`config.mk`:
```
export PLATFORM = sky130hd
export DESIGN_NAME = axil_cmd_master
export DESIGN_NICKNAME = d
export VERILOG_FILES = /design/src/rtl/axil_cmd_master.sv
export SDC_FILE = /design/constraint.sdc
export NUM_CORES = 1
export LEC_CHECK = 0
export ABC_AREA = 1
export CORE_MARGIN = 2
export CORE_UTILIZATION = 36
export DETAILED_ROUTE_END_ITERATION = 8
export GPL_ROUTABILITY_DRIVEN = 0
export HOLD_SLACK_MARGIN = 0.12
export PLACE_DENSITY = 0.75
export SYNTH_ARGS = -nofsm -noshare
export SYNTH_HDL_FRONTEND = slang
export SYNTH_SLANG_ARGS = --single-unit
```
`constraint.sdc`:
```
create_clock -name clk -period 4.4 [get_ports clk]
set_input_delay 0.44 -clock clk [delete_from_list [all_inputs] [get_ports clk]]
set_output_delay 0.44 -clock clk [all_outputs]
set_load 0.01 [all_outputs]
```
`src/rtl/axil_cmd_master.sv`:
```
// -----------------------------------------------------------------------------
// axil_cmd_master
//
// Command-driven AXI4-Lite initiator used by sequencers and debug bridges to
// reach the generated register blocks.  One read or write command is taken
// per valid/ready handshake.  The full AXI-Lite transaction is run, and the
// data and response are returned on the rsp_* channel.  Only one transaction
// is ever outstanding.
//
// Optional build macro: AXIL_CMD_MASTER_TIMEOUT_EN
//   When defined, a watchdog aborts any transaction that stays in an address,
//   data or wait state for TIMEOUT_CYCLES cycles.  The abort returns
//   resp=2'b10 with o_rsp_timeout=1.  When undefined, there is no counter,
//   o_rsp_timeout is tied low, and the master waits indefinitely.
//
// Ports
//   clk, rst                  clock, synchronous active-high reset
//   i_cmd_valid/o_cmd_ready   command handshake (ready only while idle)
//   i_cmd_we                  1 = write, 0 = read
//   i_cmd_addr/wdata/wstrb    command payload, registered on acceptance
//   o_rsp_valid/i_rsp_ready   response handshake (valid held until ready)
//   o_rsp_rdata               read data (0 for writes and timeouts)
//   o_rsp_resp                BRESP/RRESP of the transaction
//   o_rsp_timeout             transaction aborted by the watchdog
//   o_busy                    FSM not idle
//   o_m_axil_* / i_m_axil_*   AXI4-Lite master channels AW, W, B, AR, R
// -----------------------------------------------------------------------------
module axil_cmd_master #(
    parameter int ADDR_W         = 16,
    parameter int DATA_W         = 32,
    parameter int STRB_W         = DATA_W / 8,
    parameter int TIMEOUT_CYCLES = 1024
) (
    input  logic              clk,
    input  logic              rst,

    input  logic              i_cmd_valid,
    output logic              o_cmd_ready,
    input  logic              i_cmd_we,
    input  logic [ADDR_W-1:0] i_cmd_addr,
    input  logic [DATA_W-1:0] i_cmd_wdata,
    input  logic [STRB_W-1:0] i_cmd_wstrb,

    output logic              o_rsp_valid,
    input  logic              i_rsp_ready,
    output logic [DATA_W-1:0] o_rsp_rdata,
    output logic [1:0]        o_rsp_resp,
    output logic              o_rsp_timeout,
    output logic              o_busy,

    output logic [ADDR_W-1:0] o_m_axil_awaddr,
    output logic [2:0]        o_m_axil_awprot,
    output logic              o_m_axil_awvalid,
    input  logic              i_m_axil_awready,

    output logic [DATA_W-1:0] o_m_axil_wdata,
    output logic [STRB_W-1:0] o_m_axil_wstrb,
    output logic              o_m_axil_wvalid,
    input  logic              i_m_axil_wready,

    input  logic [1:0]        i_m_axil_bresp,
    input  logic              i_m_axil_bvalid,
    output logic              o_m_axil_bready,

    output logic [ADDR_W-1:0] o_m_axil_araddr,
    output logic [2:0]        o_m_axil_arprot,
    output logic              o_m_axil_arvalid,
    input  logic              i_m_axil_arready,

    input  logic [DATA_W-1:0] i_m_axil_rdata,
    input  logic [1:0]        i_m_axil_rresp,
    input  logic              i_m_axil_rvalid,
    output logic              o_m_axil_rready
);

    typedef enum logic [2:0] {
        S_IDLE,
        S_WR_ADDR_DATA,
        S_RD_ADDR,
        S_WAIT_B,
        S_WAIT_R,
        S_RSP
    } state_t;

    state_t            r_state;
    state_t            w_next_state;

    logic              r_aw_done;
    logic              r_w_done;
    logic [ADDR_W-1:0] r_addr;
    logic [DATA_W-1:0] r_wdata;
    logic [STRB_W-1:0] r_wstrb;
    logic [DATA_W-1:0] r_rsp_rdata;
    logic [1:0]        r_rsp_resp;

    logic              w_aw_hs;
    logic              w_w_hs;
    logic              w_ar_hs;
    logic              w_accept;
    logic              w_finish;
    logic [DATA_W-1:0] w_fin_rdata;
    logic [1:0]        w_fin_resp;

    // -------------------------------------------------------------------------
    // Channel outputs decode directly from state, so every valid/ready drops
    // in the cycle after the state machine leaves the owning state (reset,
    // completion or watchdog abort alike).
    // -------------------------------------------------------------------------
    assign o_cmd_ready      = (r_state == S_IDLE);
    assign o_busy           = (r_state != S_IDLE);
    assign o_rsp_valid      = (r_state == S_RSP);
    assign o_rsp_rdata      = r_rsp_rdata;
    assign o_rsp_resp       = r_rsp_resp;

    assign o_m_axil_awaddr  = r_addr;
    assign o_m_axil_awprot  = 3'b000;
    assign o_m_axil_awvalid = (r_state == S_WR_ADDR_DATA) && !r_aw_done;
    assign o_m_axil_wdata   = r_wdata;
    assign o_m_axil_wstrb   = r_wstrb;
    assign o_m_axil_wvalid  = (r_state == S_WR_ADDR_DATA) && !r_w_done;
    assign o_m_axil_bready  = (r_state == S_WAIT_B);
    assign o_m_axil_araddr  = r_addr;
    assign o_m_axil_arprot  = 3'b000;
    assign o_m_axil_arvalid = (r_state == S_RD_ADDR);
    assign o_m_axil_rready  = (r_state == S_WAIT_R);

    assign w_aw_hs = o_m_axil_awvalid && i_m_axil_awready;
    assign w_w_hs  = o_m_axil_wvalid  && i_m_axil_wready;
    assign w_ar_hs = o_m_axil_arvalid && i_m_axil_arready;

`ifdef AXIL_CMD_MASTER_TIMEOUT_EN
    localparam int CNT_W = $clog2(TIMEOUT_CYCLES);

    logic [CNT_W-1:0] r_cnt;
    logic             r_timeout;
    logic             w_counting;
    logic             w_timeout_hit;
    logic             w_fin_timeout;

    // The watchdog only runs while waiting on the interconnect; it holds at
    // zero in IDLE and RSP so each transaction starts from a clean count.
    assign w_counting    = (r_state == S_WR_ADDR_DATA) || (r_state == S_RD_ADDR) ||
                           (r_state == S_WAIT_B)       || (r_state == S_WAIT_R);
    assign w_timeout_hit = w_counting && (r_cnt == CNT_W'(TIMEOUT_CYCLES - 1));
    assign o_rsp_timeout = r_timeout;

    always_ff @(posedge clk) begin
        if (rst || !w_counting) begin
            r_cnt <= '0;
        end else begin
            r_cnt <= r_cnt + 1'b1;
        end
    end

    always_ff @(posedge clk) begin
        if (rst) begin
            r_timeout <= 1'b0;
        end else if (w_finish) begin
            r_timeout <= w_fin_timeout;
        end
    end
`else
    assign o_rsp_timeout = 1'b0;
`endif

    // -------------------------------------------------------------------------
    // Next-state logic
    // -------------------------------------------------------------------------
    always_comb begin
        // NOTE: every signal gets a default before the case so no path can leave it unassigned and infer a latch.
        w_next_state = r_state;
        w_accept     = 1'b0;
        w_finish     = 1'b0;
        w_fin_rdata  = '0;
        w_fin_resp   = 2'b00;
`ifdef AXIL_CMD_MASTER_TIMEOUT_EN
        w_fin_timeout = 1'b0;
`endif
        case (r_state)
            S_IDLE: begin
                if (i_cmd_valid) begin
                    w_accept     = 1'b1;
                    w_next_state = i_cmd_we ? S_WR_ADDR_DATA : S_RD_ADDR;
                end
            end
            S_WR_ADDR_DATA: begin
                // AW and W finish independently; move on once both are done,
                // counting a handshake happening in this very cycle.
                if ((r_aw_done || w_aw_hs) && (r_w_done || w_w_hs)) begin
                    w_next_state = S_WAIT_B;
                end
            end
            S_RD_ADDR: begin
                if (w_ar_hs) begin
                    w_next_state = S_WAIT_R;
                end
            end
            S_WAIT_B: begin
                if (i_m_axil_bvalid) begin
                    w_next_state = S_RSP;
                    w_finish     = 1'b1;
                    w_fin_resp   = i_m_axil_bresp;
                end
            end
            S_WAIT_R: begin
                if (i_m_axil_rvalid) begin
                    w_next_state = S_RSP;
                    w_finish     = 1'b1;
                    w_fin_rdata  = i_m_axil_rdata;
                    w_fin_resp   = i_m_axil_rresp;
                end
            end
            S_RSP: begin
                if (i_rsp_ready) begin
                    w_next_state = S_IDLE;
                end
            end
            default: begin
                w_next_state = S_IDLE;
            end
        endcase
`ifdef AXIL_CMD_MASTER_TIMEOUT_EN
        // A B/R response landing on the expiry cycle is kept; otherwise the
        // watchdog abandons the transaction.
        if (w_timeout_hit && !w_finish) begin
            w_next_state  = S_RSP;
            w_finish      = 1'b1;
            w_fin_rdata   = '0;
            w_fin_resp    = 2'b10;
            w_fin_timeout = 1'b1;
        end
`endif
    end

    // -------------------------------------------------------------------------
    // Registers
    // -------------------------------------------------------------------------
    always_ff @(posedge clk) begin
        // NOTE: sequential state uses non-blocking assignment so all flops update together at the edge.
        if (rst) begin
            r_state <= S_IDLE;
        end else begin
            r_state <= w_next_state;
        end
    end

    always_ff @(posedge clk) begin
        if (rst || w_accept) begin
            r_aw_done <= 1'b0;
            r_w_done  <= 1'b0;
        end else begin
            if (w_aw_hs) begin
                r_aw_done <= 1'b1;
            end
            if (w_w_hs) begin
                r_w_done <= 1'b1;
            end
        end
    end

    // NOTE: payload registers have no reset; they are only observed while a valid qualifies them.
    always_ff @(posedge clk) begin
        if (w_accept) begin
            r_addr  <= i_cmd_addr;
            r_wdata <= i_cmd_wdata;
            r_wstrb <= i_cmd_wstrb;
        end
    end

    always_ff @(posedge clk) begin
        if (rst) begin
            r_rsp_rdata <= '0;
            r_rsp_resp  <= 2'b00;
        end else if (w_finish) begin
            r_rsp_rdata <= w_fin_rdata;
            r_rsp_resp  <= w_fin_resp;
        end
    end

endmodule
```
==> impl_metrics.ini, run 1 <==
[outcome]
outcome = completed

[logic_synthesis]
synth_warnings = 0
synth-seq-cells = 91
yosysMostFrequentCell = nand2_1
synth_area_um2 = 3380
synth_ff_type = edfxtp_1
synth_edf_count = 52
synth.avg_cell_area_um2 = 11.5
netlist_top_cells_count = nand2_1, edfxtp_1, dfxtp_1, a21oi_1, buf_4
ys_seq_area_share_pct = 69.4
synthArstFlopShare_pct = 0
ys_types = 23
yosysTopAreaCell = edfxtp_1
netlist_top_cells_area = edfxtp_1, dfxtp_1, nand2_1
synth_cells = 294
synth_largest_type_area_fraction_pct = 46.2

[placed_design]
placed_area_um2 = 5350
post-dp-hpwl_um = 7210
port_buffers = 207

[final_layout]
syn_to_final_growth_pct = 64.2
antenna_cells = 0
final_cell_area_um2 = 5550
drive_gt1_share_pct = 6.34
filler_cell_count = 756
fin_nets = 582

[clock_network]
clkSinkCount = 91
hold_buffers = 0
cts_inserted_buffers = 9
cts_buffer_depth = 2
clkTransAtPathRegs_ns = 0.09
cts_max_level = 3
cts-resized-gates = 0
post_cts_buffers = 0
clk_latency_ns = 0.35
cts_tree = done
ctsRootBufferMaster = clkbuf_8

[critical_path]
cp_slowest_cell = clkdlybuf4s50_1
crit_type = reg2out
path_buf_inv = 3
cp_cell_sequence = inv_1 -> nand2_1 -> nor2_1 -> inv_1 -> nor2_1 -> clkdlybuf4s50_1
arrival_ns = 1.97
endpoint_kind = primary output
start_kind = flop
crit_fanout = 8
cp_top_family = buffers and inverters
worst_ep_required_time_ns = 3.96
crit_path_max_incr_delay_ns = 0.54
ff2ff_setup_slack_ns = 2.12

[sta]
setup_violations = 0
min_period_ns = 2.41
fmax_mhz = 415
tightest_slew_ns = 1.22
fin_crit_sh_pct = 54.8
fin_tns_setup_ns = 0
worst_slew_margin_rel_pct = 18.5
final_max_slew_viol_count = 0
rsz0062_at_grt = false
clock_skew_ns = 0.00862
finalHoldViolCount = 0

[floorplan]
num_rows = 35
start_util_pct = 36.9
fp.dieW_um = 101
die_area_um2 = 10200
dieHeight_um = 101
core_um2 = 9150
ios = 215

[routing]
vias = 2751
via_per_inst = 4.59
dr.first_iter.drc_count = 116
ant_nets = 0
first_pass_iters = 6
drt-total-wl_um = 9420
wire_per_inst_um = 15.7
drc = 0

[power_and_ir_drop]
leakagePower_nw = 1.98
powerDensity_nw_per_um2 = 483
power.total_w = 0.00268
max-vdd-ir-drop_v = 0.000176

[global_routing]
grt_pass1_wl_um = 13500
grt_max_degree = 36
grt_usage_pct = 17.9
antenna_found_initial = 0
grt_pass1_vias = 2541
grt.overflow.total = 0

[job]
maxCapViolCount = 0

[hold_path]
hp-class = reg2reg
where the power goes:
part | internal (W) | switching [W] | total [W]
Clock | 0.000264 | 0.000291 | 0.000555
Sequential | 0.00110 | 0.0000888 | 0.00119
Combinational | 0.000493 | 0.000437 | 0.000930
Total | 0.00186 | 0.000816 | 0.00268
metal layers:
metal  vias to the layer above  track usage [%]  routed length [um]
met5                         -                0                   0
met4                         0             6.85                 172
met3                        12             5.69                 914
met2                       148             31.0                4720
met1                      1269             20.5                3610
li1                       1322                -                   -
state kept, by name, indices dropped and copies added, names as in the netlist:
register	flops
o_rsp_rdata	32
r_state	3
r_aw_done	1
o_m_axil_araddr	16
r_w_done	1
o_m_axil_wstrb	4
o_m_axil_wdata	32
o_rsp_resp	2
cells by family after synthesis:
logic type | count (synthesis) | synth area share [%]
compound gates | 44 | 6.85
buf+inv | 51 | 9.89
flops | 91 | 69.4
other cells | 1 | 0.111
simple gates | 107 | 13.8
tightest hold or removal path: cells and delay by family (launching register included):
kind            cells  cell delay (ns)
flops               1             0.31
simple gates        1             0.06
compound gates      1             0.05
cell usage in the layout, fill, tap and decap left out, types with 2 or more instances in the layout:
cell / count
nand4_1: 2
inv_1: 14
dfxtp_1: 39
nand2_2: 6
conb_1: 7
a32oi_1: 2
edfxtp_1: 52
nand2_1: 77
inv_2: 2
nor2_1: 11
clkbuf_8: 9
a21oi_1: 38
clkinvlp_4: 2
nor2_4: 4
o21ai_0: 2
nand3_1: 4
clkdlybuf4s50_1: 207
metrics by stage:
| stage | cells | hold WS (ns) | worst slack [ns] | util (%) |
|---|---|---|---|---|
| 2_1_floorplan | 300 | 0.447 | 0.773 | - |
| 3_3_place_gp | 584 | 0.447 | 2.06 | 58.5 |
| 3_5_place_dp | 584 | 0.454 | 2.01 | 58.5 |
| 4_1_cts | 600 | 0.464 | 1.97 | 60.6 |
| 5_1_grt | 600 | 0.487 | 1.82 | 60.6 |
| 6_report | 600 | 0.462 | 1.99 | 60.6 |
path summary, 6_finish.rpt:
path	start	endpoint	cells past startpoint
setup / recovery	r_state[2]$_SDFFE_PP0P_	o_m_axil_wvalid	6
hold / removal	o_rsp_rdata[25]$_SDFFE_PP0P_	o_rsp_rdata[25]$_SDFFE_PP0P_	2
setup reg to reg	r_state[0]$_SDFFE_PP0P_	o_m_axil_wdata[29]$_DFFE_PP_	6
hold reg to reg	o_rsp_rdata[25]$_SDFFE_PP0P_	o_rsp_rdata[25]$_SDFFE_PP0P_	2
cell type report:
class / instances / area [um^2] / area share [%]
clock inverter: 6 / 66.3 / 1.20
inverter: 16 / 60.1 / 1.08
sequential: 91 / 2340 / 42.2
clock buffer: 10 / 128 / 2.30
tap: 111 / 139 / 2.50
timing repair buffer: 208 / 2080 / 37.5
multi-input combinational: 158 / 731 / 13.2
(Power assumes the default switching activity.)
==> run 2, diff against run 1 <==
--- a/config.mk
+++ b/config.mk
@@ -7,11 +7,11 @@
 export LEC_CHECK = 0
 export ABC_AREA = 1
 export CORE_MARGIN = 2
-export CORE_UTILIZATION = 36
+export CORE_UTILIZATION = 33
 export DETAILED_ROUTE_END_ITERATION = 8
 export GPL_ROUTABILITY_DRIVEN = 0
 export HOLD_SLACK_MARGIN = 0.12
-export PLACE_DENSITY = 0.75
+export PLACE_DENSITY = 0.73
 export SYNTH_ARGS = -nofsm -noshare
 export SYNTH_HDL_FRONTEND = slang
 export SYNTH_SLANG_ARGS = --single-unit
==> constraint.sdc (replaced) <==
create_clock -name clk -period 2.2 [get_ports clk]
set_input_delay 0.22 -clock clk [delete_from_list [all_inputs] [get_ports clk]]
set_output_delay 0.22 -clock clk [all_outputs]
set_load 0.01 [all_outputs]
==> run 2 against run 1 <==
- cell count rose by 4.0%
- count of clock-buffer cells in the layout shrank 1
- first-iteration DRC count decreased by 18%
- die area up 8.7%
- register-to-register slack got worse by 1.6 ns
- combinational power rose by 100%
- via count decreased by 1.0%
- setup slack got worse by 1.8 ns
- final area is 2.6% higher
- global-route usage down 1.1 points
- critical path depth stayed put
- critical endpoint is now o_m_axil_awvalid
- largest cell class unchanged
==> impl_metrics.ini, run 2 (synthesis gave the netlist of run 1 again) <==
[hold_path]
min_path_cells = 1
hp-class = in2reg

[global_routing]
grt.overflow.total = 0
grt_pass1_wl_um = 14100
grt_pass1_vias = 2617
antenna_found_initial = 0
grt_usage_pct = 16.8
grt_max_degree = 53

[sta]
clock_skew_ns = 0.00747
tightest_slew_ns = 0.574
finalHoldViolCount = 0
fin_crit_sh_pct = 91.8
fmax_mhz = 495
min_period_ns = 2.02
final_max_slew_viol_count = 0
worst_slew_margin_rel_pct = 61.7
setup_violations = 0
rsz0062_at_grt = false
fin_tns_setup_ns = 0

[critical_path]
worst_ep_required_time_ns = 1.98
crit_fanout = 8
crit_type = reg2out
arrival_ns = 1.80
endpoint_kind = primary output
worstRegToRegCells = 6
start_kind = flop

[floorplan]
dieHeight_um = 105
start_util_pct = 34.2
core_um2 = 9860
ios = 215
die_area_um2 = 11100
fp.dieW_um = 105
num_rows = 36

[power_and_ir_drop]
leakagePower_nw = 2.04
powerDensity_nw_per_um2 = 1010
max-vdd-ir-drop_v = 0.000528

[clock_network]
cts_inserted_buffers = 9
ctsRootBufferMaster = clkbuf_8
clkSinkCount = 91
clk_latency_ns = 0.35
clkTransAtPathRegs_ns = 0.09
cts_tree = done
cts_max_level = 3
hold_buffers = 0
cts_buffer_depth = 2

[final_layout]
mostFrequentLayoutCells = clkdlybuf4s50_1, nand2_1, edfxtp_1
multi_input_area_um2 = 731
regArea_um2 = 2340
drive_gt1_share_pct = 7.74
filler_cell_count = 792
layout.cells.non_filler = 624
syn_to_final_growth_pct = 68.5
antenna_cells = 0
final_common_cell = clkdlybuf4s50_1
fin_nets = 584

[routing]
wire_per_inst_um = 14.9
vias = 2723
first_pass_iters = 4
dr.first_iter.drc_count = 95
ant_nets = 0
via_per_inst = 4.36
drt-total-wl_um = 9290
drc = 0

[placed_design]
port_buffers = 207
dp_cells = 608
post-dp-hpwl_um = 7140

[outcome]
outcome = completed

[job]
maxCapViolCount = 0
## run 2: cell types whose count changed in the layout (fill, tap and decap cells not counted), sizes merged
cell / delta
bufinv: +3
clkinvlp: -2
inv: +1
clkinv: -1
buf: +2
clkbuf: -1
## run 2: layout make-up
class,count,share of cell area (%)
Clock inverter,7,2.57
Inverter,16,1.06
Sequential cell,91,41.2
Multi-Input combinational cell,158,12.8
Clock buffer,9,2.18
Tap cell,133,2.92
Timing Repair Buffer,210,37.2
## run 2: per-stage QoR
step | util, % | hold WS, ns | power [W] | setup WS [ns] | instance area (um^2)
global route | 57.7 | 0.381 | 0.00603 | 0.0208 | 5690
detailed placement | 54.9 | 0.452 | 0.00431 | 0.407 | 5420
floorplan | - | 0.319 | 0.00329 | 0.0122 | 3410
finish | 57.7 | 0.414 | 0.00575 | 0.180 | 5690
global placement | 54.9 | 0.447 | 0.00428 | 0.453 | 5420
CTS | 57.7 | 0.391 | 0.00581 | 0.0303 | 5690
## run 2: per-layer routing
metal / vias to the layer above / GRT usage [%] / share of wire, %
met1: 1256 / 18.4 / 39
met5: - / 0 / 0
met2: 132 / 30.0 / 52
met4: 0 / 5.90 / 1.6
li1: 1325 / - / -
met3: 10 / 5.74 / 7.6
## run 2: power by group
group / leakage, nW / internal [W] / switching, W
clock network: 0.134 / 0.000880 / 0.000606
registers: 0.805 / 0.00221 / 0.000174
logic: 1.10 / 0.00101 / 0.000867
## run 2: path summary, 6_finish.rpt
kind	from	end	slack, ns
worst max-delay path	r_state[2]$_SDFFE_PP0P_	o_m_axil_awvalid	0.18
worst min-delay path	i_cmd_wdata[4]	o_m_axil_wdata[4]$_DFFE_PP_	0.41
worst max register to register	r_state[1]$_SDFFE_PP0P_	o_m_axil_araddr[4]$_DFFE_PP_	0.55
worst min register to register	o_rsp_rdata[19]$_SDFFE_PP0P_	o_rsp_rdata[19]$_SDFFE_PP0P_	0.46
## run 2: worst max-delay path: stages, from the launching register on
cell and delay [ns]:
dfxtp_2 0.39, inv_2 0.11, nand2_1 0.07, nor2_1 0.17, inv_1 0.08, nor2_1 0.09, clkdlybuf4s50_1 0.54
## run 2: what timing repair did
| item | CTS | global route |
|---|---|---|
| resized for setup | 1 | 2 |
| pin swaps | 0 | 0 |
| hold endpoints to repair | 0 | 0 |
| setup buffers | 0 | 0 |
| setup endpoints to repair | 1 | 3 |
